### config.mk
export PLATFORM = sky130hd
export DESIGN_NAME = irq_vector_controller
export DESIGN_NICKNAME = d
export VERILOG_FILES = /design/src/rtl/irq_vector_controller.sv
export SDC_FILE = /design/constraint.sdc
export NUM_CORES = 1
export LEC_CHECK = 0
export ABC_CLOCK_PERIOD_IN_PS = 6800
export BUFFER_PORTS_ARGS = -buffer_cell sky130_fd_sc_hd__buf_2
export CAP_MARGIN = 0
export CORE_MARGIN = 10
export CORE_UTILIZATION = 40
export CTS_CLUSTER_SIZE = 40
export DETAILED_ROUTE_END_ITERATION = 10
export PLACE_DENSITY = 0.7
export SLEW_MARGIN = 0
export SYNTH_ARGS = -nofsm -noshare
export SYNTH_HDL_FRONTEND = slang
export SYNTH_SLANG_ARGS = --single-unit
### constraint.sdc
create_clock -name clk -period 6.8 [get_ports clk]
set_clock_uncertainty 0.05 [all_clocks]
set_input_delay 0.68 -clock clk [delete_from_list [all_inputs] [get_ports clk]]
set_output_delay 0.68 -clock clk [all_outputs]
set_load 0.03 [all_outputs]
### src/rtl/irq_vector_controller.sv
// irq_vector_controller
//   Collects NUM_IRQ asynchronous interrupt sources into a masked, prioritised
//   request for a 65C02-style core. It drives cpu_irqb and substitutes a
//   per-source vector on the core's FFFE/FFFF vector fetch.
//   Optional NMI path is compiled in with the macro IVC_NMI_EN.
// Ports
//   clk, resb             clock, asynchronous active-low reset
//   irq_src[NUM_IRQ]      asynchronous source requests, active high
//   nmi_src               asynchronous NMI request (IVC_NMI_EN only)
//   a, rwb, vpb           snooped CPU address / read-write / vector pull
//   reg_we/addr/wdata     register write port (0 MASK, 1 MODE, 2 PEND, 3 ACTIVE)
//   reg_rdata             combinational register read data
//   cpu_irqb, cpu_nmib    registered active-low interrupt lines to the core
//   vec_sel, vec_data     combinational vector substitution to the data mux
module irq_vector_controller #(
    parameter int unsigned NUM_IRQ     = 8,
    parameter int unsigned SYNC_STAGES = 2,
    parameter logic [15:0] VEC_BASE    = 16'hFF00
) (
    input  logic               clk,
    input  logic               resb,
    input  logic [NUM_IRQ-1:0] irq_src,
    input  logic               nmi_src,
    input  logic [15:0]        a,
    input  logic               rwb,
    input  logic               vpb,
    input  logic               reg_we,
    input  logic [1:0]         reg_addr,
    input  logic [7:0]         reg_wdata,
    output logic [7:0]         reg_rdata,
    output logic               cpu_irqb,
    output logic               cpu_nmib,
    output logic               vec_sel,
    output logic [7:0]         vec_data
);

    localparam int unsigned ID_W  = 3;
    localparam int unsigned REG_W = 8;

    typedef enum logic [1:0] {ST_IDLE, ST_ASSERT, ST_VLO, ST_VHI} state_e;

    logic [SYNC_STAGES-1:0][NUM_IRQ-1:0] sync_q, sync_d;
    logic [NUM_IRQ-1:0] prev_q, prev_d, synced, rise;
    logic [NUM_IRQ-1:0] mask_q, mask_d, mode_q, mode_d, pend_q, pend_d;
    logic [NUM_IRQ-1:0] req, req_post, svc_clr, w1c, mode_chg;
    state_e             state_q, state_d;
    logic [ID_W-1:0]    id_q, id_d, winner;
    logic               irqb_q, irqb_d;
    logic               fetch_rd, fetch_lo, fetch_hi, found;
    logic               wr_mask, wr_mode, wr_pend;
    logic [15:0]        vec_lo_addr, vec_hi_addr;
    logic               unused_wdata;

    assign fetch_rd = ~vpb & rwb;
    assign fetch_lo = fetch_rd && (a == 16'hFFFE);
    assign fetch_hi = fetch_rd && (a == 16'hFFFF);

    assign wr_mask = reg_we && (reg_addr == 2'd0);
    assign wr_mode = reg_we && (reg_addr == 2'd1);
    assign wr_pend = reg_we && (reg_addr == 2'd2);
    assign unused_wdata = ^reg_wdata;

    // Source synchroniser chain plus edge-detect stage
    always_comb begin
        sync_d = {sync_q[SYNC_STAGES-2:0], irq_src};
        prev_d = synced;
    end
    assign synced = sync_q[SYNC_STAGES-1];
    assign rise   = synced & ~prev_q;

    // Register file update
    always_comb begin
        mask_d   = wr_mask ? reg_wdata[NUM_IRQ-1:0] : mask_q;
        mode_d   = wr_mode ? reg_wdata[NUM_IRQ-1:0] : mode_q;
        mode_chg = wr_mode ? (mode_q ^ reg_wdata[NUM_IRQ-1:0]) : '0;
        w1c      = wr_pend ? reg_wdata[NUM_IRQ-1:0] : '0;
    end

    // Completion of a vector fetch retires the served edge source
    always_comb begin
        svc_clr = '0;
        if (state_q == ST_VHI) begin
            for (int unsigned k = 0; k < NUM_IRQ; k++) begin
                if (id_q == ID_W'(k)) svc_clr[k] = mode_q[k];
            end
        end
    end

    // Pending bits: level follows the synced input, edge latches (set beats clear)
    always_comb begin
        pend_d = pend_q;
        for (int unsigned k = 0; k < NUM_IRQ; k++) begin
            if (mode_q[k]) pend_d[k] = (pend_q[k] & ~w1c[k] & ~svc_clr[k]) | rise[k];
            else           pend_d[k] = synced[k];
            if (mode_chg[k]) pend_d[k] = 1'b0;
        end
    end

    assign req      = pend_q & mask_q;
    assign req_post = pend_d & mask_q;

    // Fixed priority: lowest index wins
    always_comb begin
        winner = '0;
        found  = 1'b0;
        for (int unsigned k = 0; k < NUM_IRQ; k++) begin
            if (req[k] && !found) begin
                winner = ID_W'(k);
                found  = 1'b1;
            end
        end
    end

    assign vec_lo_addr = VEC_BASE + 16'({winner, 1'b0});
    assign vec_hi_addr = VEC_BASE + 16'({id_q, 1'b0});

    // Interrupt / vector-fetch FSM next state and outputs
    always_comb begin
        state_d  = state_q;
        id_d     = id_q;
        vec_sel  = 1'b0;
        vec_data = 8'h00;
        case (state_q)
            ST_IDLE: begin
                if (req != '0) state_d = ST_ASSERT;
            end
            ST_ASSERT: begin
                if (req == '0) begin
                    state_d = ST_IDLE;
                end else if (fetch_lo) begin
                    id_d     = winner;
                    vec_sel  = 1'b1;
                    vec_data = vec_lo_addr[7:0];
                    state_d  = ST_VLO;
                end
            end
            ST_VLO: begin
                if (fetch_hi) begin
                    vec_sel  = 1'b1;
                    vec_data = vec_hi_addr[15:8];
                    state_d  = ST_VHI;
                end
            end
            ST_VHI: begin
                state_d = (req_post != '0) ? ST_ASSERT : ST_IDLE;
            end
            default: state_d = ST_IDLE;
        endcase
        irqb_d = (state_d == ST_IDLE);
    end

    always_ff @(posedge clk or negedge resb) begin
        if (!resb) begin
            sync_q  <= '0;
            prev_q  <= '0;
            mask_q  <= '0;
            mode_q  <= '0;
            pend_q  <= '0;
            state_q <= ST_IDLE;
            id_q    <= '0;
            irqb_q  <= 1'b1;
        end else begin
            sync_q  <= sync_d;
            prev_q  <= prev_d;
            mask_q  <= mask_d;
            mode_q  <= mode_d;
            pend_q  <= pend_d;
            state_q <= state_d;
            id_q    <= id_d;
            irqb_q  <= irqb_d;
        end
    end

    assign cpu_irqb = irqb_q;

    // Register read mux
    always_comb begin
        reg_rdata = 8'h00;
        case (reg_addr)
            2'd0: reg_rdata = REG_W'(mask_q);
            2'd1: reg_rdata = REG_W'(mode_q);
            2'd2: reg_rdata = REG_W'(pend_q);
            2'd3: reg_rdata = {(state_q == ST_VLO) || (state_q == ST_VHI), 4'b0000, id_q};
            default: reg_rdata = 8'h00;
        endcase
    end

`ifdef IVC_NMI_EN
    logic [SYNC_STAGES-1:0] nmi_sync_q, nmi_sync_d;
    logic                   nmi_prev_q, nmi_prev_d, nmi_pend_q, nmi_pend_d;

    // NMI: edge-latched, retired by the FFFA vector read
    always_comb begin
        nmi_sync_d = {nmi_sync_q[SYNC_STAGES-2:0], nmi_src};
        nmi_prev_d = nmi_sync_q[SYNC_STAGES-1];
        nmi_pend_d = nmi_pend_q;
        if (fetch_rd && (a == 16'hFFFA)) nmi_pend_d = 1'b0;
        if (nmi_sync_q[SYNC_STAGES-1] && !nmi_prev_q) nmi_pend_d = 1'b1;
    end

    always_ff @(posedge clk or negedge resb) begin
        if (!resb) begin
            nmi_sync_q <= '0;
            nmi_prev_q <= 1'b0;
            nmi_pend_q <= 1'b0;
        end else begin
            nmi_sync_q <= nmi_sync_d;
            nmi_prev_q <= nmi_prev_d;
            nmi_pend_q <= nmi_pend_d;
        end
    end

    assign cpu_nmib = ~nmi_pend_q;
`else
    logic unused_nmi;
    assign unused_nmi = nmi_src;
    assign cpu_nmib   = 1'b1;
`endif

endmodule

==> impl_results.md <==
- Maxcap violations: 0
- Horiz. Die Dim: 101.5 um
- Number of buffers created by CTS: 5
- Wire length of the first global-routing pass: 10,180 um
- Net total in the final layout: 319
- Fraction of layout cells with a size suffix above 1: 30.55%
- Count of mapped cells out of synthesis: 226
- Maximum number of pins on one net before global-route repair: 55
- Pre-CTS WS: 3.488 ns
- Gates resized, CTS repair: 0
- Async SR Flop Fraction: 100.0%
- Area of the placeable core: 6386 um^2
- Start of the worst register-to-register path: state_q[0]
- Initial Utilization: 41.63%
- Max Freq: 0.2985 GHz
- Placer Congestion: 0.8372
- Slew at the pin closest to its max-slew limit: 0.8482 ns
- Yosys warning total: 0
- Clock Sinks: 54
- Top fanout value on the critical path: 4
- Crit path top cell by count: sky130_fd_sc_hd__buf_2
- Final Hold Fails: 0
- Worst voltage drop across the vdd grid: 125.9 uV
- Most common flop cell mapped by yosys: sky130_fd_sc_hd__dfrtp_1
- Seq/Total Area, Yosys: 50.87%
- Total DRC errors in the routed layout: 0
- Cell breakdown of the critical path: buf_2 > nand4b_1 > nor4_1 > nand4_1 > or4b_1 > nor3_1 > o21a_1 > buf_2
- Cell Rows: 29
- Number of cells traversed by the worst hold path: 0
- Diodes inserted: 0
- Critical Path End Type: output pin
- Critical path's largest stage delay: 0.58 ns
- Post-synth EDFFs: 0
- Antenna-violating nets left: 0
- Tmin final: 3.350 ns
- Worst Hold Endpoint: prev_d[1]
- Detailed Route WL: 6210 um
- Power per cell area: 257.7 nW/um^2
- Fin worst setup slack: 3.450 ns
- Max Slew Vio Count: 0
- Vias after detailed routing: 2,060
- DIE AREA: 10,310 um^2
- Required time of the worst setup path: 6.07 ns
- Hold wc startpoint: sync_d[9]
- Top area cells in the synthesized netlist: sky130_fd_sc_hd__dfrtp_1 50%, sky130_fd_sc_hd__mux2_2 6.8%, sky130_fd_sc_hd__mux4_2 2.5%, sky130_fd_sc_hd__a21boi_0 2.3%, sky130_fd_sc_hd__nand4b_1 2.0%
- Total power consumption of the routed design: 0.7816 mW
- Unique masters post-synth: 52
- Routed met2 length: 2833 um
- Run status: finished clean
- Startpoint type of the worst setup path: input port
- FF-to-FF End: state_q[0]
- Global router's overall resource usage: 12.15%
- Starting DRT DRC Count: 219
- Critical Path Slowest Stage Cell: sky130_fd_sc_hd__or4b_1
- Average vias per placed instance: 5.852
- Setup violators final: 0
- Leak Pwr: 1.343 nW
- # port buffers: 56
- Setup slack of the worst register-to-register path: 4.19 ns
- Average wire per standard cell: 17.64 um
- Type of the worst setup path: input port to output pin
- H-tree Lvls: 2
- Die outline height: 101.5 um
- Dpl hpwl: 4578 um
- Maximum root-to-sink buffer count: 2
- P&R area growth vs syn: 14.07%
- Top-area cell type share of the netlist area: 49.88%
- Highest routed layer: met4
- Sum of negative setup slack: 0 ns
- Count of boundary I/O pins: 59
- HP Class: register to register
- Number of cells after detailed placement: 345
- Unrepaired setup endpoints after global routing: false
- Total congestion overflow: 0
- CTS clk-pin slew, worst paths: 0.08 ns
- Skew-Pair Late Insertion Delay: 0.31 ns
- Syn Std Cell Area: 2659 um^2
- Layout Cells excl Fill: 352
- Via count of the first global-routing pass: 2,048
- Setup fix buffers added after clock tree synthesis: 0
- Post-route cell area: 3033 um^2
- TritonCTS clock tree: done
- Worst Reg2Reg Path Length in Cells: 7
- Post-Synthesis Net Count: 270
- Syn Area/Cell: 11.76 um^2
- WP data arrival: 2.62 ns
- Routed met3 length: 583 um
- Post-synthesis cell type with the largest combined area: sky130_fd_sc_hd__dfrtp_1
- Number of hold buffers added after CTS: 0
- Final Cycle Share: 49.27%
- Initial antenna violation count: 0
- Headroom to the max-slew limit: 43.28%
- #FFs+latches synth: 54
- Total routed wire length on the met1 layer: 2726 um
- DRT Pass-1 Iters: 4
- Post-detailed-placement cell area: 2957 um^2
- Root buffer cell: sky130_fd_sc_hd__clkbuf_8
flip-flops by register name, summed over array words and instances (netlist names):
signal / flops
state_q: 2
prev_q: 8
sync_d: 8
id_q: 3
cpu_irqb: 1
mode_q: 8
prev_d: 8
pend_q: 8
mask_q: 8
Yosys cell counts (all sizes together), types with 5 or more instances:
cell / instances
nand2: 13
o22ai: 7
nor2: 10
dfrtp: 53
mux2: 16
a21boi: 8
o21ai: 6
a31oi: 7
clkbuf: 5
buf: 10
nand4b: 6
nor3b: 7
power breakdown:
| part | total [mW] | internal [mW] | switching [mW] |
|---|---|---|---|
| logic | 0.207 | 0.0947 | 0.112 |
| clock network | 0.168 | 0.0712 | 0.0965 |
| registers | 0.407 | 0.363 | 0.0434 |
layout by cell type, fill, tap and decap left out, types with 4 or more instances in the layout:
| cell type | n |
|---|---|
| sky130_fd_sc_hd__clkbuf_8 | 5 |
| sky130_fd_sc_hd__mux2_2 | 16 |
| sky130_fd_sc_hd__nand2_1 | 13 |
| sky130_fd_sc_hd__nor2_1 | 10 |
| sky130_fd_sc_hd__nor3b_1 | 6 |
| sky130_fd_sc_hd__buf_2 | 56 |
| sky130_fd_sc_hd__o21ai_0 | 6 |
| sky130_fd_sc_hd__ha_1 | 4 |
| sky130_fd_sc_hd__dfrtp_1 | 53 |
| sky130_fd_sc_hd__a311oi_1 | 4 |
| sky130_fd_sc_hd__a31oi_1 | 7 |
| sky130_fd_sc_hd__a21o_1 | 4 |
| sky130_fd_sc_hd__a21boi_0 | 8 |
| sky130_fd_sc_hd__mux2i_1 | 4 |
| sky130_fd_sc_hd__nand4b_1 | 6 |
| sky130_fd_sc_hd__a22o_1 | 4 |
| sky130_fd_sc_hd__nand4_1 | 4 |
| sky130_fd_sc_hd__o21a_1 | 4 |
| sky130_fd_sc_hd__o22ai_1 | 7 |
layer usage:
metal	vias to the layer above	global-route usage, %
li1	952	-
met1	1012	16.26
met2	89	18.75
met3	7	3.540
met4	0	3.215
met5	-	0
stage by stage:
stage	util [%]	hold WS (ns)
2_1_floorplan	-	0.2812
3_3_place_gp	46.30	0.2817
3_5_place_dp	46.30	0.2847
4_1_cts	47.49	0.3050
5_1_grt	47.49	0.3158
6_report	47.49	0.3022
critical path: cells and delay by family:
kind,cells,cell delay [ns]
buf+inv,2,0.29
compound gates,1,0.15
simple gates,5,1.50
how the worst max path moves through the flow:
stage / to / from / cells past startpoint
final: vec_data[3] / vpb / 8
after global routing: vec_data[3] / vpb / 8
after CTS: vec_data[3] / vpb / 8
after detailed placement: vec_data[3] / vpb / 8
after global placement: vec_data[3] / vpb / 8
after floorplan: vec_data[1] / vpb / 5
kinds of logic (layout without fill, tap and decap cells):
kind of cell / Yosys count / count (layout) / synth area share, %
buf+inv: 18 / 67 / 3.670
fa+ha+maj: 4 / 4 / 1.882
xor+xnor: 2 / 2 / 0.6589
other cells: 1 / 1 / 0.1410
flops: 54 / 54 / 50.87
simple gates: 62 / 62 / 14.21
mux: 24 / 24 / 11.81
compound gates: 61 / 61 / 16.75
cell type report:
type	instances	area, um^2
clock buffer	7	76.32
fill	613	3353
inverter	3	11.26
multi-input combinational	154	1209
sequential	54	1353
tap	77	96.34
timing repair buffer	57	287.8
Power figures use the tool's default switching activity.
